--- src/rtl/vending_pkg.sv ---
// Shared types and helpers for the parametrised vending controller.
package vending_pkg;

    typedef enum logic [1:0] {
        S_IDLE    = 2'd0,
        S_COLLECT = 2'd1,
        S_VEND    = 2'd2,
        S_CHANGE  = 2'd3
    } state_e;

    function automatic int sel_w(input int n);
        return $clog2(n);
    endfunction

    function automatic longint price(input int base, input int step,
                                     input int i);
        return longint'(base) + longint'(i) * longint'(step);
    endfunction

endpackage

--- src/rtl/vending_fsm_param_if.sv ---
// Keypad/coin inputs and dispenser/payout outputs of the vending controller.
interface vending_fsm_param_if
    import vending_pkg::*;
#(
    parameter int COIN_W     = 32,
    parameter int NUM_DRINKS = 4
);
    localparam int SEL_W = sel_w(NUM_DRINKS);

    logic                  coin_valid;
    logic [COIN_W-1:0]     coin;
    logic                  sel_valid;
    logic [SEL_W-1:0]      drink_choose;
    logic                  cancel;
    logic [COIN_W-1:0]     total_coin;
    logic [NUM_DRINKS-1:0] avail_mask;
    logic                  busy;
    logic                  vend_valid;
    logic [SEL_W-1:0]      vend_drink;
    logic [COIN_W-1:0]     change;
    logic                  change_valid;
    logic                  coin_reject;
    logic                  sel_reject;

    modport master (
        output coin_valid, coin, sel_valid, drink_choose, cancel,
        input  total_coin, avail_mask, busy, vend_valid, vend_drink,
        input  change, change_valid, coin_reject, sel_reject
    );

    modport slave (
        input  coin_valid, coin, sel_valid, drink_choose, cancel,
        output total_coin, avail_mask, busy, vend_valid, vend_drink,
        output change, change_valid, coin_reject, sel_reject
    );

endinterface

--- src/rtl/vending_price_table.sv ---
// Linear price table: selected-drink lookup, range check, affordability mask.
module vending_price_table
    import vending_pkg::*;
#(
    parameter int COIN_W     = 32,
    parameter int NUM_DRINKS = 4,
    parameter int PRICE_BASE = 10,
    parameter int PRICE_STEP = 5,
    parameter int SEL_W      = 2
) (
    input  logic [COIN_W-1:0]     credit,
    input  logic [SEL_W-1:0]      sel,
    output logic [COIN_W-1:0]     sel_price,
    output logic                  sel_ok,
    output logic [NUM_DRINKS-1:0] avail_mask
);

    logic [COIN_W-1:0] prices [NUM_DRINKS];

    for (genvar i = 0; i < NUM_DRINKS; i++) begin : g_price
        assign prices[i] = COIN_W'(price(PRICE_BASE, PRICE_STEP, i));
        assign avail_mask[i] = (credit >= prices[i]);
    end

    // Indices past the last drink stay out of range and price 0.
    always_comb begin
        sel_price = '0;
        sel_ok    = 1'b0;
        for (int i = 0; i < NUM_DRINKS; i++) begin
            if (sel == SEL_W'(i)) begin
                sel_price = prices[i];
                sel_ok    = 1'b1;
            end
        end
    end

endmodule

--- src/rtl/vending_fsm_param.sv ---
// Vending controller: credit accumulation, selection, vend, change and refund.
module vending_fsm_param
    import vending_pkg::*;
#(
    parameter int COIN_W     = 32,
    parameter int NUM_DRINKS = 4,
    parameter int PRICE_BASE = 10,
    parameter int PRICE_STEP = 5,
    parameter int MAX_CREDIT = 100
) (
    input logic               clk,
    input logic               reset,
    vending_fsm_param_if.slave bus
);

    localparam int SEL_W = sel_w(NUM_DRINKS);
    localparam logic [COIN_W:0] MAX_C = (COIN_W + 1)'(MAX_CREDIT);

    state_e             state_q, state_d;
    logic [COIN_W-1:0]  credit_q, credit_d;
    logic               vend_valid_q, vend_valid_d;
    logic [SEL_W-1:0]   vend_drink_q, vend_drink_d;
    logic [COIN_W-1:0]  change_q, change_d;
    logic               change_valid_q, change_valid_d;
    logic               coin_rej_q, coin_rej_d;
    logic               sel_rej_q, sel_rej_d;

    logic [COIN_W-1:0]  sel_price;
    logic               sel_ok;
    logic [COIN_W:0]    sum;
    logic               coin_over;

    vending_price_table #(
        .COIN_W     (COIN_W),
        .NUM_DRINKS (NUM_DRINKS),
        .PRICE_BASE (PRICE_BASE),
        .PRICE_STEP (PRICE_STEP),
        .SEL_W      (SEL_W)
    ) u_price (
        .credit     (credit_q),
        .sel        (bus.drink_choose),
        .sel_price  (sel_price),
        .sel_ok     (sel_ok),
        .avail_mask (bus.avail_mask)
    );

    assign sum       = {1'b0, credit_q} + {1'b0, bus.coin};
    assign coin_over = ({1'b0, bus.coin} > MAX_C);

    always_comb begin
        state_d        = state_q;
        credit_d       = credit_q;
        vend_valid_d   = 1'b0;
        vend_drink_d   = '0;
        change_d       = '0;
        change_valid_d = 1'b0;
        coin_rej_d     = 1'b0;
        sel_rej_d      = 1'b0;
        unique case (state_q)
            S_IDLE: begin
                if (bus.coin_valid) begin
                    if (coin_over) begin
                        coin_rej_d = 1'b1;
                    end else if (bus.coin != '0) begin
                        credit_d = bus.coin;
                        state_d  = S_COLLECT;
                    end
                end
                sel_rej_d = bus.sel_valid;
            end
            S_COLLECT: begin
                if (bus.cancel) begin
                    state_d        = S_CHANGE;
                    change_d       = credit_q;
                    change_valid_d = 1'b1;
                    coin_rej_d     = bus.coin_valid;
                end else if (bus.sel_valid) begin
                    if (sel_ok && credit_q >= sel_price) begin
                        credit_d     = credit_q - sel_price;
                        vend_valid_d = 1'b1;
                        vend_drink_d = bus.drink_choose;
                        state_d      = S_VEND;
                    end else begin
                        sel_rej_d = 1'b1;
                    end
                    coin_rej_d = bus.coin_valid;
                end else if (bus.coin_valid) begin
                    if (sum <= MAX_C) begin
                        credit_d = sum[COIN_W-1:0];
                    end else begin
                        coin_rej_d = 1'b1;
                    end
                end
            end
            S_VEND: begin
                state_d        = S_CHANGE;
                change_d       = credit_q;
                change_valid_d = 1'b1;
                coin_rej_d     = bus.coin_valid;
                sel_rej_d      = bus.sel_valid;
            end
            S_CHANGE: begin
                state_d    = S_IDLE;
                credit_d   = '0;
                coin_rej_d = bus.coin_valid;
                sel_rej_d  = bus.sel_valid;
            end
            default: state_d = S_IDLE;
        endcase
    end

    always_ff @(posedge clk or negedge reset) begin
        if (!reset) begin
            state_q        <= S_IDLE;
            credit_q       <= '0;
            vend_valid_q   <= 1'b0;
            vend_drink_q   <= '0;
            change_q       <= '0;
            change_valid_q <= 1'b0;
            coin_rej_q     <= 1'b0;
            sel_rej_q      <= 1'b0;
        end else begin
            state_q        <= state_d;
            credit_q       <= credit_d;
            vend_valid_q   <= vend_valid_d;
            vend_drink_q   <= vend_drink_d;
            change_q       <= change_d;
            change_valid_q <= change_valid_d;
            coin_rej_q     <= coin_rej_d;
            sel_rej_q      <= sel_rej_d;
        end
    end

    assign bus.total_coin   = credit_q;
    assign bus.busy         = (state_q == S_VEND) || (state_q == S_CHANGE);
    assign bus.vend_valid   = vend_valid_q;
    assign bus.vend_drink   = vend_drink_q;
    assign bus.change       = change_q;
    assign bus.change_valid = change_valid_q;
    assign bus.coin_reject  = coin_rej_q;
    assign bus.sel_reject   = sel_rej_q;

endmodule

--- src/flat_wrapper.sv ---
// flat-port wrapper written by rule: the top's interface ports become plain ports
module vending_fsm_param_flat import vending_pkg::*;
#(
    parameter int COIN_W     = 32,
    parameter int NUM_DRINKS = 4,
    parameter int PRICE_BASE = 10,
    parameter int PRICE_STEP = 5,
    parameter int MAX_CREDIT = 100
)
  (clk, reset, bus_coin_valid, bus_coin, bus_sel_valid, bus_drink_choose, bus_cancel, bus_total_coin, bus_avail_mask, bus_busy, bus_vend_valid, bus_vend_drink, bus_change, bus_change_valid, bus_coin_reject, bus_sel_reject);
  vending_fsm_param_if #(.COIN_W(COIN_W), .NUM_DRINKS(NUM_DRINKS)) bus_i ();
  input logic clk;
  input logic reset;
  input wire logic [$bits(bus_i.coin_valid)-1:0] bus_coin_valid;
  input wire logic [$bits(bus_i.coin)-1:0] bus_coin;
  input wire logic [$bits(bus_i.sel_valid)-1:0] bus_sel_valid;
  input wire logic [$bits(bus_i.drink_choose)-1:0] bus_drink_choose;
  input wire logic [$bits(bus_i.cancel)-1:0] bus_cancel;
  output wire logic [$bits(bus_i.total_coin)-1:0] bus_total_coin;
  output wire logic [$bits(bus_i.avail_mask)-1:0] bus_avail_mask;
  output wire logic [$bits(bus_i.busy)-1:0] bus_busy;
  output wire logic [$bits(bus_i.vend_valid)-1:0] bus_vend_valid;
  output wire logic [$bits(bus_i.vend_drink)-1:0] bus_vend_drink;
  output wire logic [$bits(bus_i.change)-1:0] bus_change;
  output wire logic [$bits(bus_i.change_valid)-1:0] bus_change_valid;
  output wire logic [$bits(bus_i.coin_reject)-1:0] bus_coin_reject;
  output wire logic [$bits(bus_i.sel_reject)-1:0] bus_sel_reject;
  assign bus_i.coin_valid = bus_coin_valid;
  assign bus_i.coin = bus_coin;
  assign bus_i.sel_valid = bus_sel_valid;
  assign bus_i.drink_choose = bus_drink_choose;
  assign bus_i.cancel = bus_cancel;
  assign bus_total_coin = bus_i.total_coin;
  assign bus_avail_mask = bus_i.avail_mask;
  assign bus_busy = bus_i.busy;
  assign bus_vend_valid = bus_i.vend_valid;
  assign bus_vend_drink = bus_i.vend_drink;
  assign bus_change = bus_i.change;
  assign bus_change_valid = bus_i.change_valid;
  assign bus_coin_reject = bus_i.coin_reject;
  assign bus_sel_reject = bus_i.sel_reject;
  vending_fsm_param #(.COIN_W(COIN_W), .NUM_DRINKS(NUM_DRINKS), .PRICE_BASE(PRICE_BASE), .PRICE_STEP(PRICE_STEP), .MAX_CREDIT(MAX_CREDIT)) u_core (.clk(clk), .reset(reset), .bus(bus_i));
endmodule
--- config.mk ---
export PLATFORM = sky130hd
export DESIGN_NAME = vending_fsm_param_flat
export DESIGN_NICKNAME = d
export VERILOG_FILES = /design/src/rtl/vending_pkg.sv /design/src/rtl/vending_fsm_param_if.sv /design/src/rtl/vending_price_table.sv /design/src/rtl/vending_fsm_param.sv /design/src/flat_wrapper.sv
export SDC_FILE = /design/constraint.sdc
export NUM_CORES = 1
export LEC_CHECK = 0
export BUFFER_PORTS_ARGS = -buffer_cell sky130_fd_sc_hd__clkbuf_2
export CORE_ASPECT_RATIO = 0.6
export CORE_MARGIN = 3
export CORE_UTILIZATION = 63
export DETAILED_ROUTE_END_ITERATION = 12
export PLACE_DENSITY = 0.95
export SLEW_MARGIN = 10
export SYNTH_ARGS = -nofsm -noshare
export SYNTH_HDL_FRONTEND = slang
export SYNTH_HIERARCHICAL = 1
export SYNTH_SLANG_ARGS = --single-unit
--- constraint.sdc ---
create_clock -name clk -period 7 [get_ports clk]
set_clock_uncertainty 0.2 [all_clocks]
set_input_delay 1.4 -clock clk [delete_from_list [all_inputs] [get_ports clk]]
set_output_delay 1.4 -clock clk [all_outputs]
set_load 0.1 [all_outputs]
==> results.cfg <==
[synth]
synth_top_cell_by_area = dfrtp_1
ys_ff_latch = 72
synth_fa_ha_area_share_pct = 13.69
synthSimpleGateAreaFrac_pct = 17.39
synth_ff_type = dfrtp_1
synth_xor_area_share_pct = 6.020
ys_types = 72
synthMuxAreaShare_pct = 6.223
syn_inst = 887
yosysWarningCount = 6
synth_edf_count = 0
syn_area_per_cell_um2 = 8.365
seq_area_frac_synth_pct = 24.28
yosysTopAreaCellShare_pct = 24.28
syn_area_um2 = 7420
synth.area.top_cells = dfrtp_1, ha_1, a21oi_1
synth_top_family_by_area = compound AO/OA/AOI/OAI gates
synth_compound_gate_area_share_pct = 24.37
async_flop_share_pct = 100.0

[worst_setup_path]
cp_max_fo = 16
worstPathRequired_ns = 7.01
crit_path_end_kind = flip-flop
r2r_setup_slack_ns = 2.11
cp.arrival_ns = 5.80
critPathLaunchType = input port
crit_type = in2reg

[final_layout]
final_core_util_pct = 72.43
final_cell_mix = clkbuf_2, ha_1, dfrtp_1
fillers = 901
fin_nets = 1098
final_common_cell = clkbuf_2
n_antenna_cell = 0
area_delta_synth_final_pct = 11.40
drive_gt1_share_pct = 15.26

[global_routing]
antenna_found_initial = 0
grt_pass1_vias = 7092
grt_max_degree = 73
grt-ovfl-total = 0
grt_pass1_wl_mm = 38.29
grt.total_usage_pct = 36.22

[sta]
period_needed_ns = 5.789
drv_slew = 0
hold_viol = 0
setup_violations = 0
finalCritPeriodShare_pct = 82.69
tightest_slew_ns = 1.103
rsz0062_at_grt = false
tns_ns = 0
slew_headroom_pct = 26.23
timing.fmax_mhz = 172.8

[floorplanning]
die_area_um2 = 13160
chipWidth_um = 146.1
num_rows = 30
core_area_um2 = 11410
initial_utilization_pct = 65.02
die_h_um = 90.06
ios = 114

[placement]
port_buffers = 113
dpl.hpwl_mm = 18.76
gp_congestion = 1.030

[routing]
wl_per_cell_um = 21.44
drt_iter0_markers = 1323
drt-pass1-iter-count = 6
via_per_inst = 6.717
postRouteAntennaNets = 0
wl_mm = 24.51
route.detailed.drc = 0
route.vias.total = 7677

[clock_tree]
cts_resized = 0
cts_made_buffers = 9
h-tree-depth = 3
clk_pin_slew_worst_paths_ns = 0.06
tritoncts = done
worstSkewPairLatency_ns = 0.34
cts_sinks = 72
postCtsSetupBuffers = 0
clk_path_buf_depth = 2
clock-root-buffer = clkbuf_16
hold_buffers = 0

[min_path]
hold_class = reg2reg

[flow_run]
max-cap-violations = 0

[outcome]
status = complete, no violations
[through the flow]
stage	setup WS [ns]	hold WS [ns]	cell area (µm²)	std cells
after floorplan	1.705	0.3587	7517	913
final	1.211	0.4177	8265	1143
after global routing	1.065	0.4607	8265	1143
after detailed placement	1.031	0.3994	7958	1128
after global placement	1.218	0.3929	7958	1128
after CTS	1.359	0.4116	8265	1143
[sequential cells by signal, indices dropped and copies added, names as in the netlist]
| register | flops |
|---|---|
| u_core/state_q | 2 |
| u_core/bus.vend_drink | 2 |
| u_core/bus.coin_reject | 1 |
| u_core/bus.sel_reject | 1 |
| u_core/bus.vend_valid | 1 |
| u_core/bus.change | 32 |
| u_core/bus.change_valid | 1 |
| u_core/bus.total_coin | 32 |
[cell usage after synthesis (18+ instances only)]
cell      number
mux2_1        22
dfrtp_1       72
xnor2_1       35
nor2_1        41
and2_1        38
nand2_1       66
nand3_1       20
a21oi_1       69
o21ai_0       55
buf_4         27
inv_1         61
clkbuf_1      24
a21o_1        26
ha_1          78
mux2i_1       18
[cells by family (layout without fill, tap and decap cells)]
kind of cell / Yosys count / in the layout
xor+xnor: 51 / 51
compound gates: 269 / 269
fa+ha+maj: 80 / 80
simple gates: 248 / 248
buf+inv: 123 / 193
other cells: 1 / 27
flops: 72 / 72
mux: 43 / 43
[critical path, cell delays in order]
cell      delay, ns
clkbuf_2       0.15
inv_1          0.10
ha_1           0.21
or2_1          0.24
nor2_1         0.10
inv_1          0.07
fa_1           0.43
a21o_1         0.18
a21o_1         0.21
a211oi_1       0.33
nor2_1         0.17
a221oi_2       0.49
o31ai_1        0.19
a221oi_2       0.50
a311o_1        0.31
o31ai_4        0.12
buf_4          0.24
mux2_1         0.35
[final cells by class]
type	count	area (µm²)	area share (%)
Multi-Input combinational cell	718	5129	62.05
Sequential cell	72	1802	21.80
Tap cell	160	200.2	2.422
Inverter	61	229.0	2.770
Clock inverter	2	37.54	0.4541
Timing Repair Buffer	117	598.1	7.236
Clock buffer	13	270.3	3.270
[metal layers]
metal	part of all wire, %	vias up	GRT usage, %
met4	2.6	0	10.64
li1	-	3389	-
met1	41	3534	52.69
met5	0	-	0
met3	18	84	15.26
met2	39	670	48.47
[worst paths after layout]
check	from	endpoint	cells after the start
min in group asynchronous	reset	u_core/bus.change[3]$_DFF_PN0_	1
min	u_core/state_q[1]$_DFFE_PN0P_	u_core/state_q[1]$_DFFE_PN0P_	1
min reg2reg	u_core/state_q[1]$_DFFE_PN0P_	u_core/state_q[1]$_DFFE_PN0P_	1
max reg2reg	u_core/bus.total_coin[6]$_DFFE_PN0P_	u_core/bus.total_coin[31]$_DFFE_PN0P_	12
max in group asynchronous	reset	u_core/bus.total_coin[29]$_DFFE_PN0P_	1
max	bus_drink_choose[0]	u_core/bus.total_coin[31]$_DFFE_PN0P_	18
Power is left out: the tool's default activity adds up to more than one toggle a clock period on the data nets, which glitch-free logic cannot reach.
